$ cat src/rtl/pipeline_control_sequencer.sv
// pipeline_control_sequencer: stall/flush/freeze sequencer for the 5-stage pipeline.
// Optional performance counters are built when PIPE_PERF_CNT_EN is defined.
module pipeline_control_sequencer #(
  parameter int MEM_TIMEOUT = 15,
  parameter int CNT_W = 8
) (
  input  logic        clk,
  input  logic        rst_n,
  input  logic        hazard_stall_n,
  input  logic        redirect_req,
  input  logic        dmem_req,
  input  logic        dmem_busy,
  output logic        pc_we,
  output logic        if_id_we,
  output logic        if_id_flush,
  output logic        id_ex_we,
  output logic        id_ex_bubble,
  output logic        ex_mem_we,
  output logic        mem_wb_bubble,
  output logic [1:0]  ctrl_state,
  output logic        mem_timeout_err,
  output logic [31:0] stall_cnt,
  output logic [31:0] flush_cnt,
  output logic [31:0] freeze_cnt
);
  localparam logic [1:0] RUN = 2'd0, FLUSH = 2'd1, HAZ = 2'd2, MEMW = 2'd3;
  localparam logic [CNT_W-1:0] TIMEOUT = CNT_W'(MEM_TIMEOUT);
  logic [1:0] state, state_nx;
  logic flush_pend, pend_nx;
  logic [CNT_W-1:0] wait_cnt;
  logic freeze, haz, redir, resume;
  assign freeze = dmem_req & dmem_busy;
  assign haz = (state != FLUSH) & ~hazard_stall_n;
  assign redir = (state != FLUSH) & redirect_req & ~haz;
  assign resume = (state == MEMW) & flush_pend;
  assign ctrl_state = state;
  always_comb begin
    pc_we = 1'b0;
    if_id_we = 1'b0;
    if_id_flush = 1'b0;
    id_ex_we = 1'b0;
    id_ex_bubble = 1'b0;
    ex_mem_we = 1'b0;
    mem_wb_bubble = 1'b0;
    if (!rst_n) begin
      if_id_flush = 1'b1;
      id_ex_bubble = 1'b1;
      mem_wb_bubble = 1'b1;
    end else if (freeze) begin
      mem_wb_bubble = 1'b1;
    end else if (haz) begin
      id_ex_we = 1'b1;
      id_ex_bubble = 1'b1;
      ex_mem_we = 1'b1;
    end else begin
      pc_we = 1'b1;
      if_id_we = 1'b1;
      id_ex_we = 1'b1;
      ex_mem_we = 1'b1;
      if_id_flush = (state == FLUSH) | redir;
    end
  end
  // A freeze landing between the two flush cycles parks the second one in flush_pend.
  always_comb begin
    state_nx = freeze ? MEMW : resume ? FLUSH : haz ? HAZ : redir ? FLUSH : RUN;
    pend_nx = freeze ? (flush_pend | (state == FLUSH) | redir) : resume ? 1'b0 : flush_pend;
  end
  always_ff @(posedge clk or negedge rst_n) begin
    if (!rst_n) begin
      state <= RUN;
      flush_pend <= 1'b0;
      wait_cnt <= '0;
      mem_timeout_err <= 1'b0;
    end else begin
      state <= state_nx;
      flush_pend <= pend_nx;
      wait_cnt <= !freeze ? '0 : (wait_cnt == TIMEOUT) ? wait_cnt : wait_cnt + 1'b1;
      mem_timeout_err <= mem_timeout_err | (freeze & (wait_cnt == TIMEOUT));
    end
  end
`ifdef PIPE_PERF_CNT_EN
  always_ff @(posedge clk or negedge rst_n) begin
    if (!rst_n) begin
      stall_cnt <= '0;
      flush_cnt <= '0;
      freeze_cnt <= '0;
    end else begin
      stall_cnt <= stall_cnt + {31'd0, haz & ~freeze};
      flush_cnt <= flush_cnt + {31'd0, if_id_flush};
      freeze_cnt <= freeze_cnt + {31'd0, freeze};
    end
  end
`else
  assign stall_cnt = 32'd0;
  assign flush_cnt = 32'd0;
  assign freeze_cnt = 32'd0;
`endif
endmodule
$ cat config.mk
export PLATFORM = sky130hd
export DESIGN_NAME = pipeline_control_sequencer
export DESIGN_NICKNAME = d
export VERILOG_FILES = /design/src/rtl/pipeline_control_sequencer.sv
export SDC_FILE = /design/constraint.sdc
export NUM_CORES = 1
export LEC_CHECK = 0
export BUFFER_PORTS_ARGS = -buffer_cell sky130_fd_sc_hd__buf_4
export CAP_MARGIN = 20
export CORE_ASPECT_RATIO = 0.9
export CORE_MARGIN = 1.5
export CORE_UTILIZATION = 39
export CTS_BUF_LIST = sky130_fd_sc_hd__clkbuf_16
export CTS_CLUSTER_DIAMETER = 40
export DETAILED_ROUTE_END_ITERATION = 7
export PLACE_DENSITY = 0.85
export RECOVER_POWER = 25
export SYNTH_ARGS = -nofsm -noshare
export SYNTH_HDL_FRONTEND = slang
export SYNTH_SLANG_ARGS = --single-unit
$ cat constraint.sdc
create_clock -name clk -period 1.55 [get_ports clk]
set_clock_uncertainty 0.15 [all_clocks]
set_input_delay 0.0775 -clock clk [delete_from_list [all_inputs] [get_ports clk]]
set_output_delay 0.0775 -clock clk [all_outputs]
set_load 0.05 [all_outputs]
==> Word-level counts from Yosys, hierarchy flattened <==
Index checks and enable logic that the tools add are counted.
{ "word_totals": {"in_bits": 6, "regBits": 12, "out_inout_bits": 106} }
{ "classes": {"n_eq_ne": 5, "add_sub_neg": 1, "reduce_logical": 1, "mux": 21, "bitwise_logic": 12} }
{ "op_table": {"columns": ["op", "count"], "rows": [
  ["1-bit two-way mux", 16],
  ["8-bit two-way mux", 2],
  ["8-bit by 1-bit adder with 8-bit output (second input constant)", 1],
  ["8-bit by 4-bit == test with 1-bit output (second input constant)", 1],
  ["1-bit bitwise AND", 6],
  ["2-bit two-way mux", 3],
  ["1-bit bitwise OR", 4],
  ["2-bit by 1-bit == test with 1-bit output (second input constant)", 1],
  ["2-bit == test (second input constant)", 1],
  ["2-bit by 1-bit inequality test with 1-bit output (second input constant)", 1],
  ["2-bit inequality test (second input constant)", 1],
  ["1-bit NOT", 2],
  ["2-bit nonzero test", 1]
]} }

==> Longest topological paths before layout <==
{ "depth": {"depth_word": 8, "mapped_depth": 5, "mapped_depth_nobuf": 4} }

==> Least setup slack after synthesis <==
OpenSTA, ideal clock, no wires.
{ "synth_path": {"path_kind": "reg-to-output", "start": "register state[0] (netlist: ctrl_state[0])", "end": "output port if_id_flush", "n_path_buf": 0, "required_ns": 1.322, "arrival_ns": 2.089, "path_slack_ns": -0.766, "path_stages_with_launch": 4, "path_cell_list": "dfrtp_1 nor2b_1 a21oi_1 o21ai_0"} }
{ "synth_via": {"elab_chain_cells": 8, "word_cells_on_any_way": 10} }
{ "synth_lines": {"columns": ["element", "line", "rtl"], "rows": [
  ["from (decl)", "28", "logic [1:0] state, state_nx;"],
  ["from (signal assigned)", "75", "state <= state_nx;"],
  ["2-bit by 1-bit inequality test with 1-bit output", "33, 34", null],
  ["1-bit bitwise AND", "33", "assign haz = (state != FLUSH) & ~hazard_stall_n;"],
  ["1-bit NOT", "34", "assign redir = (state != FLUSH) & redirect_req & ~haz;"],
  ["1-bit bitwise AND", "34", null],
  ["1-bit bitwise OR", "60", "if_id_flush = (state == FLUSH) | redir;"],
  ["1-bit two-way mux (*)", "51", "end else if (haz) begin"],
  ["1-bit two-way mux (*)", "49", "end else if (freeze) begin"],
  ["1-bit two-way mux (*)", "45", "if (!rst_n) begin"],
  ["to (decl)", "15", "output logic if_id_flush,"]
]} }
Every way passes the cells marked *; elsewhere a longest branch is shown, timed or not.

==> Worst setup path in the final report <==
Ends and elaborated chain as after synthesis.

==> impl_results.md <==
* WL/cell at 8.543 um
* Placement Setup Slack at between 0.06 and 0.07 ns
* Clk root buf: clkbuf_16
* Vias in the first global route at approximately 660
* Post-Syn Area at between 1000 and 1500 sq um
* Met3 WL post-DR at roughly 220 um
* Layout cells sized above 1 at between 10% and 20%
* Fin. Hold Viols at 0
* DRC at 0
* Die Area at 3851 sq um
* Clock transition at path regs at around 0.04 ns
* Crit Path Max Fanout at 6
* Gr usage total at a little under a tenth
* Startpoint types: register
* Library cells used by synthesis at 25
* Top sig layer: met4
* Setup-failing EPs final at 0
* Layout Area Growth over Synthesis at -0.5517%
* Io pins at between 100 and 150
* Post-synthesis sequential area ratio at about 22%
* VDD IR-drop max at between 400 and 500 uV
* 1st-iter DRT viols at 38
* Period utilisation layout at a little over nine tenths
* Fin area at around 1400 sq um
* FFs w/ async S/R, synth at between 90% and 100%
* Final wirelength at about 2000 um
* Initial Util at between 40% and 50%
* PwrDens at approximately 1100 nW/um^2
* Minimum clock period after layout at 1.521 ns
* Vias post-DR at 870
* Required time worst endpoint at 1.32 ns
* Kind of critical path: register to output port
* Crit-path slowest cell: dfrtp_2
* F_max at 0.6574 GHz
* Port Buffers at 15
* Die extent in y at 59.02 um
* Final #Nets at 196
* Cell chain of the critical path: nor2b_4 -> a21oi_1 -> o21ai_2 -> buf_6
* Area post-placement at 1211 sq um
* Max-slew violations at 0
* Status: completed
* Final WS setup at between 0.02 and 0.03 ns
* Clock Tree Buf Depth at 2
* Fill count at 355
* Met2 wire length at ~1000 um
* Yosys warnings at 0
* Top cell family by delay on the critical path: flip-flops
* Rows at 20
* CTS sink count at 12
* Met1 wire length at 670 um
* First-pass detailed-route iteration total at 4
* Dpl hpwl at between 1000 and 1500 um
* Total of max-cap violations at 0
* Synth Area per Inst at 8.193 sq um
* Core area at ~3400 sq um
* EDFF count, synth at 0
* GPL Wtd Cong at ~0.69
* Clk Latency, worst-skew pair at roughly 0.24 ns
* Total gr overflow at 0
* CTS Buf Count at 3
* Seq cells post-synth at 12
* Synth Flop Type: dfrtp_1
* Cells after Synth at roughly 170
* CP max stage delay at between 0.4 and 0.5 ns
* Leakage Power at 0.7396 nW
* First-pass GRT wire length at 2773 um
* Die span in x at 65.25 um
* Routed vias/inst at between 3 and 4
* CP arrival at around 1.3 ns
* Initial antenna violation count at 0
* RSZ-0062 raised after global routing: true
* Largest net degree at the start of global routing at 16
* Worst min path class: primary input to register
* H-Tree Depth at 1
* DRT antenna net count at 0
* Diode count at 0
* TritonCTS clock tree: yes
* Buf+Inv Stages, Crit Path at 1
* Crit end category: output port
-- stage by stage --
step | TNS (ns) | cells | total power (W) | utilization [%] | hold slack [ns]
after floorplan | -0.04712 | 261 | 0.001179 | - | -0.3681
after global placement | 0 | 224 | 0.001045 | 36.12 | -0.2036
after detailed placement | 0 | 224 | 0.001048 | 36.12 | -0.2025
after CTS | 0 | 230 | 0.001526 | 39.07 | 0.01343
after global routing | -0.1018 | 232 | 0.001586 | 40.34 | 0.09349
final | 0 | 232 | 0.001532 | 40.34 | 0.02955
-- state kept, by name, summed over array words and instances, names as in the netlist --
signal / flops
flush_pend: 1
wait_cnt: 8
mem_timeout_err: 1
ctrl_state: 2
-- routing by layer --
layer  track usage, %  vias up
met5                0        -
met4            5.952        0
met3            1.141        6
met2            17.20       79
met1            10.23      388
li1                 -      397
-- path summary, 6_finish.rpt --
path / startpoint / endpoint / slack [ns] / cells past startpoint
worst max-delay path: ctrl_state[0] / if_id_flush / 0.03 / 4
worst min-delay path: redirect_req / ctrl_state[0] / 0.03 / 3
worst max register to register: wait_cnt[0] / wait_cnt[5] / 0.03 / 4
worst min register to register: mem_timeout_err / mem_timeout_err / 0.32 / 1
max in group asynchronous: rst_n / ctrl_state[0] / 1.01 / 2
min in group asynchronous: rst_n / wait_cnt[1] / 0.09 / 2
-- cell families (layout without fill, tap and decap cells) --
family | Yosys count | in the layout | synth area share, %
AO/OA/AOI/OAI | 27 | 27 | 11.78
AND/OR/NAND/NOR | 23 | 23 | 9.753
buffers and inverters | 102 | 29 | 55.20
adder cells (fa/ha/maj) | 1 | 1 | 0.9198
flip-flops | 12 | 12 | 22.08
other | 1 | 96 | 0.2757
-- report_power, final --
part	internal (W)	total (W)	switching, W	leakage (nW)
clock	0.000338	0.000465	0.000126	0.0423
combinational	0.0000763	0.000718	0.000641	0.538
sequential	0.000329	0.000350	0.0000205	0.159
-- Yosys cell counts (2+ instances only) --
cell | number | area share [%]
nand2_1 | 5 | 1.4
buf_4 | 98 | 54
nor3_1 | 2 | 0.74
nor2_1 | 3 | 0.83
a21oi_1 | 12 | 4.4
nand3_1 | 4 | 1.5
o21ai_0 | 6 | 2.2
inv_1 | 3 | 0.83
a21o_1 | 3 | 1.7
dfrtp_1 | 12 | 22
or3_1 | 4 | 1.8
-- repair_timing --
item	CTS	global route
endpoints found under the setup margin	0	7
gates resized for setup	0	6
endpoints found under the hold margin	13	0
hold buffers	2	0
setup buffers	0	2
-- area by class of cell --
type / instances / area [sq um] / area share (%)
multi-input cells: 147 / 719.4 / 53.19
flip-flops and latches: 12 / 302.8 / 22.39
repair buffers: 22 / 181.4 / 13.41
clock buffers: 3 / 75.07 / 5.550
well taps: 44 / 55.05 / 4.070
inverters: 3 / 15.01 / 1.110
clock inverters: 1 / 3.754 / 0.2775
-- worst min-delay path, stage by stage --
cell and delay (ns):
buf_4 0.11, a22oi_1 0.06, o21ai_0 0.13
-- cells in the final DEF (no fill, tap or decap), types with 3 or more instances in the layout --
| master | netlist | layout |
|---|---|---|
| dfrtp_1 | 12 | 10 |
| o21ai_0 | 6 | 5 |
| buf_4 | 98 | 18 |
| nand2_1 | 5 | 4 |
| a21o_1 | 3 | 3 |
| inv_1 | 3 | 3 |
| conb_1 | 1 | 96 |
| nand3_1 | 4 | 4 |
| or3_1 | 4 | 4 |
| clkbuf_16 | 0 | 3 |
| a21oi_1 | 12 | 11 |
Note: power is estimated with default switching activity, not from simulation.
